`config.mk`:
```
export PLATFORM = sky130hd
export DESIGN_NAME = hamming_dec_engine
export DESIGN_NICKNAME = d
export VERILOG_FILES = /design/src/rtl/hamming_pkg.sv /design/src/rtl/hamming_secded_dec.sv /design/src/rtl/hamming_dec_engine.sv
export SDC_FILE = /design/constraint.sdc
export NUM_CORES = 1
export LEC_CHECK = 0
export CAP_MARGIN = 25
export CORE_UTILIZATION = 45
export DETAILED_ROUTE_END_ITERATION = 8
export DONT_BUFFER_PORTS = 1
export SKIP_LAST_GASP = 1
export SLEW_MARGIN = 20
export SYNTH_ARGS = -nofsm -noshare
export SYNTH_HDL_FRONTEND = slang
export SYNTH_SLANG_ARGS = --single-unit
export TNS_END_PERCENT = 100
```
`constraint.sdc`:
```
create_clock -name Clk -period 3.5 [get_ports Clk]
set_input_delay 0.7 -clock Clk [delete_from_list [all_inputs] [get_ports Clk]]
set_output_delay 0.7 -clock Clk [all_outputs]
set_load 0.05 [all_outputs]
```
`src/rtl/hamming_pkg.sv`:
```
// rtl/hamming_pkg.sv - shared types, flags, FSM states and defaults for the SECDED (16,11) decoder
package hamming_pkg;

  typedef logic [15:0] codeword_t;
  typedef logic [10:0] msg_t;

  typedef enum logic [1:0] {
    FLG_OK  = 2'b00,
    FLG_SEC = 2'b01,
    FLG_DED = 2'b10
  } dec_flag_e;

  typedef enum logic [2:0] {
    S_IDLE,
    S_RD_LO,
    S_RD_HI,
    S_DEC,
    S_WR_LO,
    S_WR_HI,
    S_FIN
  } dec_state_e;

  localparam int N_WORDS_DEF  = 15;
  localparam int IN_BASE_DEF  = 30;
  localparam int OUT_BASE_DEF = 0;

  // Data bits sit at Hamming positions 3,5,6,7,9..15; d1 is the LSB of the message.
  function automatic msg_t extract_msg(input codeword_t cw);
    return {cw[15:9], cw[7:5], cw[3]};
  endfunction

endpackage

```
`src/rtl/hamming_secded_dec.sv`:
```
// rtl/hamming_secded_dec.sv - combinational SECDED (16,11) codeword decoder
module hamming_secded_dec
  import hamming_pkg::*;
(
  input  codeword_t cw,
  output msg_t      msg,
  output dec_flag_e flag
);

  logic [3:0] syn;
  logic       par;
  codeword_t  fixed;

  // Each syndrome bit is the parity of the positions whose index has that bit set.
  assign syn[0] = ^(cw & 16'hAAAA);
  assign syn[1] = ^(cw & 16'hCCCC);
  assign syn[2] = ^(cw & 16'hF0F0);
  assign syn[3] = ^(cw & 16'hFF00);
  assign par    = ^cw;

  always_comb begin
    fixed = cw;
    flag  = FLG_OK;
    if (par) begin
      // syn == 0 points at bit 0, i.e. the overall parity bit itself
      fixed[syn] = ~cw[syn];
      flag       = FLG_SEC;
    end else if (syn != 4'd0) begin
      flag = FLG_DED;
    end
    msg = extract_msg(fixed);
  end

endmodule

```
`src/rtl/hamming_dec_engine.sv`:
```
// rtl/hamming_dec_engine.sv - memory-attached SECDED decoder engine; HAMMING_DEC_STATS_EN adds error counters
module hamming_dec_engine
  import hamming_pkg::*;
#(
  parameter int N_WORDS  = N_WORDS_DEF,
  parameter int IN_BASE  = IN_BASE_DEF,
  parameter int OUT_BASE = OUT_BASE_DEF,
  parameter int AW       = 8
) (
  input  logic          Clk,
  input  logic          Reset,
  input  logic          Start,
  output logic          Done,
  output logic [AW-1:0] mem_addr,
  input  logic [7:0]    mem_rd_data,
  output logic [7:0]    mem_wr_data,
  output logic          mem_wr_en
`ifdef HAMMING_DEC_STATS_EN
  ,
  output logic [3:0]    single_cnt,
  output logic [3:0]    double_cnt
`endif
);

  localparam logic [AW-1:0] IN_A  = AW'(IN_BASE);
  localparam logic [AW-1:0] OUT_A = AW'(OUT_BASE);
  localparam logic [3:0]    LAST  = 4'(N_WORDS - 1);

  dec_state_e state, state_n;
  logic [3:0] idx, idx_n;
  logic [7:0] lo_q, hi_q;
  msg_t       msg_q;
  dec_flag_e  flag_q;

  logic          done_n;
  logic [AW-1:0] addr_n;
  logic [7:0]    wdata_n;
  logic          wen_n;
  logic          accept;

  logic [AW-1:0] off_cur, off_nxt;
  msg_t          dec_msg;
  dec_flag_e     dec_flag;

  assign off_cur = AW'({idx, 1'b0});
  assign off_nxt = AW'({idx + 4'd1, 1'b0});

  hamming_secded_dec u_dec (
    .cw   ({hi_q, lo_q}),
    .msg  (dec_msg),
    .flag (dec_flag)
  );

  // Memory-side outputs are registered: each state's address/data is set on the edge entering it.
  always_comb begin
    state_n = state;
    idx_n   = idx;
    done_n  = Done;
    addr_n  = mem_addr;
    wdata_n = mem_wr_data;
    wen_n   = 1'b0;
    accept  = 1'b0;
    case (state)
      S_IDLE: begin
        if (Start) begin
          accept  = 1'b1;
          done_n  = 1'b0;
          idx_n   = 4'd0;
          addr_n  = IN_A;
          state_n = S_RD_LO;
        end
      end
      S_RD_LO: begin
        addr_n  = IN_A + off_cur + AW'(1);
        state_n = S_RD_HI;
      end
      S_RD_HI: begin
        state_n = S_DEC;
      end
      S_DEC: begin
        addr_n  = OUT_A + off_cur;
        wdata_n = dec_msg[7:0];
        wen_n   = 1'b1;
        state_n = S_WR_LO;
      end
      S_WR_LO: begin
        addr_n  = OUT_A + off_cur + AW'(1);
        wdata_n = {flag_q, 3'b000, msg_q[10:8]};
        wen_n   = 1'b1;
        state_n = S_WR_HI;
      end
      S_WR_HI: begin
        if (idx == LAST) begin
          state_n = S_FIN;
        end else begin
          idx_n   = idx + 4'd1;
          addr_n  = IN_A + off_nxt;
          state_n = S_RD_LO;
        end
      end
      S_FIN: begin
        done_n  = 1'b1;
        state_n = S_IDLE;
      end
      default: state_n = S_IDLE;
    endcase
  end

  always_ff @(posedge Clk) begin
    if (Reset) begin
      state       <= S_IDLE;
      idx         <= 4'd0;
      Done        <= 1'b0;
      mem_addr    <= '0;
      mem_wr_data <= 8'd0;
      mem_wr_en   <= 1'b0;
      lo_q        <= 8'd0;
      hi_q        <= 8'd0;
      msg_q       <= '0;
      flag_q      <= FLG_OK;
    end else begin
      state       <= state_n;
      idx         <= idx_n;
      Done        <= done_n;
      mem_addr    <= addr_n;
      mem_wr_data <= wdata_n;
      mem_wr_en   <= wen_n;
      if (state == S_RD_LO) lo_q <= mem_rd_data;
      if (state == S_RD_HI) hi_q <= mem_rd_data;
      if (state == S_DEC) begin
        msg_q  <= dec_msg;
        flag_q <= dec_flag;
      end
    end
  end

`ifdef HAMMING_DEC_STATS_EN
  always_ff @(posedge Clk) begin
    if (Reset || accept) begin
      single_cnt <= 4'd0;
      double_cnt <= 4'd0;
    end else if (state == S_DEC) begin
      if (dec_flag == FLG_SEC) single_cnt <= single_cnt + 4'd1;
      if (dec_flag == FLG_DED) double_cnt <= double_cnt + 4'd1;
    end
  end
`endif

endmodule

```
==> metrics.md <==
| Metric | Value |
|---|---|
| RSZ-0062 raised after global routing | no |
| Later-pin clock latency in the skew report | ~0.3 ns |
| CP endpoint | mem_wr_data[1] |
| Synth area leader | dfxtp_1 |
| Endpoint of the worst-slack reg-to-reg timing path | mem_wr_data[1] |
| Number of search-and-repair iterations in the first detailed-routing pass | 4 |
| Clock edge transition at the registers on the reported setup and hold paths | approximately 0.08 ns |
| Total wire length after detailed routing | 7060 µm |
| Placed cell areas | just under 3000 µm² |
| Fraction of registers with async set/reset | 0% |
| Required @ worst endpoint | around 3.7 ns |
| Worst-case setup margin in the final layout | 0.808 ns |
| Num CTS Buffers | 5 |
| Routed vias/inst | between 6 and 7 |
| Final slew viol count | 0 |
| Max Buffers Root-to-Sink | 2 |
| Setup-violating endpoint count in the final report | 0 |
| Post-route DRC violation count | 0 |
| Max rail drop VDD | about 0.24 mV |
| Iteration-0 DRC count of the detailed router | around 160 |
| Initial Utilization | 47.7% |
| Total Neg Setup Slack | 0 ns |
| Post-CTS setup buffer count | 0 |
| Post-Synthesis Cell Area | roughly 2900 µm² |
| H-tree depth | 2 |
| Reg2reg start | lo_q[3] |
| Most instantiated flip-flop cell in the synthesis netlist | dfxtp_1 |
| Uppermost layer routed | met4 |
| Post-route met1 wirelength | 3360 µm |
| Cell with the most instances after synthesis | nor2_1 |
| FP Rows | 28 |
| Top-area cell type share of the netlist area | around 30% |
| Worst setup path startpoint | lo_q[3] |
| Number of flops mapped to enable cells by yosys | 0 |
| Maximum fanout count along the critical path | 9 |
| Core Box Area | slightly above 6000 µm² |
| Met3 wirelength from detailed routing | roughly 500 µm |
| Number of standard cells after synthesis | approximately 330 |
| Pin count of the biggest net entering global routing | 43 |
| Yosys warnings | 0 |
| Total power draw | roughly 0.0016 W |
| Cells on worst reg2reg path | 6 |
| Post-synthesis sequential element count | 44 |
| Post-Synthesis Mean Instance Area | 8.78 µm² |
| Antenna cell count | 0 |
| Overflow after GRT | 0 |
| Nets | roughly 340 |
| Synth cell count leaders | nor2_1, dfxtp_1, xnor2_1, a21oi_1, mux2i_1 |
| Setup WS pre-CTS | around 0.83 ns |
| Hold Path Depth | 1 |
| Hold Violations, Final | 0 |
| Hold-fix buffer count after cts | 0 |
| Fraction of the core area covered by cells at the end of the flow | approximately 50% |
| Leakage power | around 1.1 nW |
| Count of cell types in the netlist | 50 |
| Vertical extent of the die | about 82 µm |
| Maximum clock skew at final layout | 0.00391 ns |
| Maxcap violations | 0 |
| Critical path class | reg -> reg |
| TritonCTS clock tree | built |
| Outcome | finished, final reports clean |
| Relative area change from synthesis to final layout | 5.24% |
| Register area share after synthesis | between 30% and 40% |
| Die extent in x | about 82 µm |
| Maximum frequency from static timing analysis | between 300 and 400 MHz |
| Quantity of gates resized following cts | 0 |
| Share of layout cells above drive strength 1 | 10.5% |
| Worst Tran Pin Value | a little under 1 ns |
| HPWL after detailed placement | 5100 µm |
| Max-slew headroom | a little over a third |
| Shortest clock period the worst path allows after layout | 2.69 ns |
| Antenna violations before repair | 0 |
| Vias in the first global route | ~2,200 |
| Largest cells by area after synthesis | dfxtp_1, xnor2_1, mux2i_1, nor2_1, o31ai_2 |
| CTS sink cnt | 44 |
| Weighted congestion at the end of routability-driven global placement | roughly 0.9 |
| All-layer global routing usage | 22.1% |
| Share of the cycle needed by the critical path after routing | 76.9% |
| # port buffers | 0 |
| Number of top-level pins | 29 |
| Arrival time of the worst setup path | ~2.9 ns |
| Worst R2R Setup Slack | 0.81 ns |
| Floorplan die area | between 6000 and 7000 µm² |
| Wire length of the first global-routing pass | 11,200 µm |
| Final design instance area without fill | a little over 3000 µm² |
| WL per Instance | between 15 and 20 µm |
| CTS Root Cell | clkbuf_8 |
| Total met2 wirelength after detailed routing | around 3100 µm |
| Number of vias after detailed routing | 2,423 |
| Endpoint kind of the worst setup timing path | flop |
| Pwr per Cell Area | 542 nW/µm² |
| HP Class | in -> reg |
| CP Launch Type | flop |
| Number of antenna-violating nets in the routed design | 0 |
## report_power, final
part	switching, W	total, W	leakage (nW)	internal, W
logic	0.000343	0.000581	0.632	0.000239
registers	0.0000996	0.000634	0.358	0.000534
clock network	0.000180	0.000432	0.0645	0.000252
## sequential cells by signal, summed over array words and instances (netlist names)
register     cells
Done             1
idx              4
msg_q            3
lo_q             8
mem_addr         6
mem_wr_data      8
flag_q           2
mem_wr_en        1
hi_q             8
state            3
## per-stage QoR
stage | std cells | hold slack, ns
global route | 398 | 0.450
global placement | 390 | 0.476
detailed placement | 390 | 0.461
CTS | 398 | 0.452
finish | 398 | 0.466
floorplan | 330 | 0.436
## per-layer routing
metal | GRT usage, % | vias to the layer above
li1 | - | 1191
met1 | 31.6 | 1134
met2 | 32.3 | 87
met3 | 5.27 | 11
met4 | 7.37 | 0
met5 | 0 | -
## layout by cell type (no fill, tap or decap), types with 3 or more instances in the layout
cell type   n
nor2_1     49
buf_4       3
mux4_1      4
nand2_1    14
nor3b_1     3
o21ai_0    12
dfxtp_1    44
a21oi_1    19
clkbuf_8    7
o211ai_1    7
nor4_1     10
xor2_2      3
nand3_1     4
nor3_1     10
inv_1       4
nor2b_1     6
a31oi_1     4
ha_1        4
xnor2_2     3
xor2_1     11
mux2i_1    19
o31ai_2     9
xnor2_1    25
nand3b_1    4
o22ai_1     9
a32oi_1     7
## worst min path at each step
| stage | from | end | slack (ns) |
|---|---|---|---|
| 2_1_floorplan | msg_q[10] | msg_q[10] | 0.44 |
| 3_3_place_gp | msg_q[9] | msg_q[9] | 0.48 |
| 3_5_place_dp | msg_q[10] | msg_q[10] | 0.46 |
| 4_1_cts | Reset | state[1] | 0.45 |
| 5_1_grt | Reset | flag_q[0] | 0.45 |
| 6_report | Reset | flag_q[0] | 0.47 |
## final cells by class
| type | instances | area, µm² |
|---|---|---|
| Fill cell | 597 | 3020 |
| Tap cell | 75 | 93.8 |
| Clock inverter | 1 | 30.0 |
| Multi-Input combinational cell | 264 | 1900 |
| Clock buffer | 7 | 96.3 |
| Timing Repair Buffer | 3 | 22.5 |
| Inverter | 4 | 15.0 |
| Sequential cell | 44 | 881 |
## critical path, stage by stage (launching register included)
cell and delay (ns):
dfxtp_1 0.46, xnor2_1 0.14, xnor2_2 0.38, xor2_2 0.45, mux4_1 0.61, mux2_2 0.33, o31ai_2 0.24
## cell families (layout without fill, tap and decap cells)
group | after synthesis | count (layout) | synth area share, %
simple gates | 111 | 111 | 18.6
compound gates | 80 | 80 | 19.8
flops | 44 | 44 | 30.5
xor+xnor | 42 | 42 | 14.3
mux | 25 | 25 | 11.1
buf+inv | 22 | 15 | 3.81
fa+ha+maj | 4 | 4 | 1.73
other cells | 1 | 2 | 0.130
(Power assumes the default switching activity.)
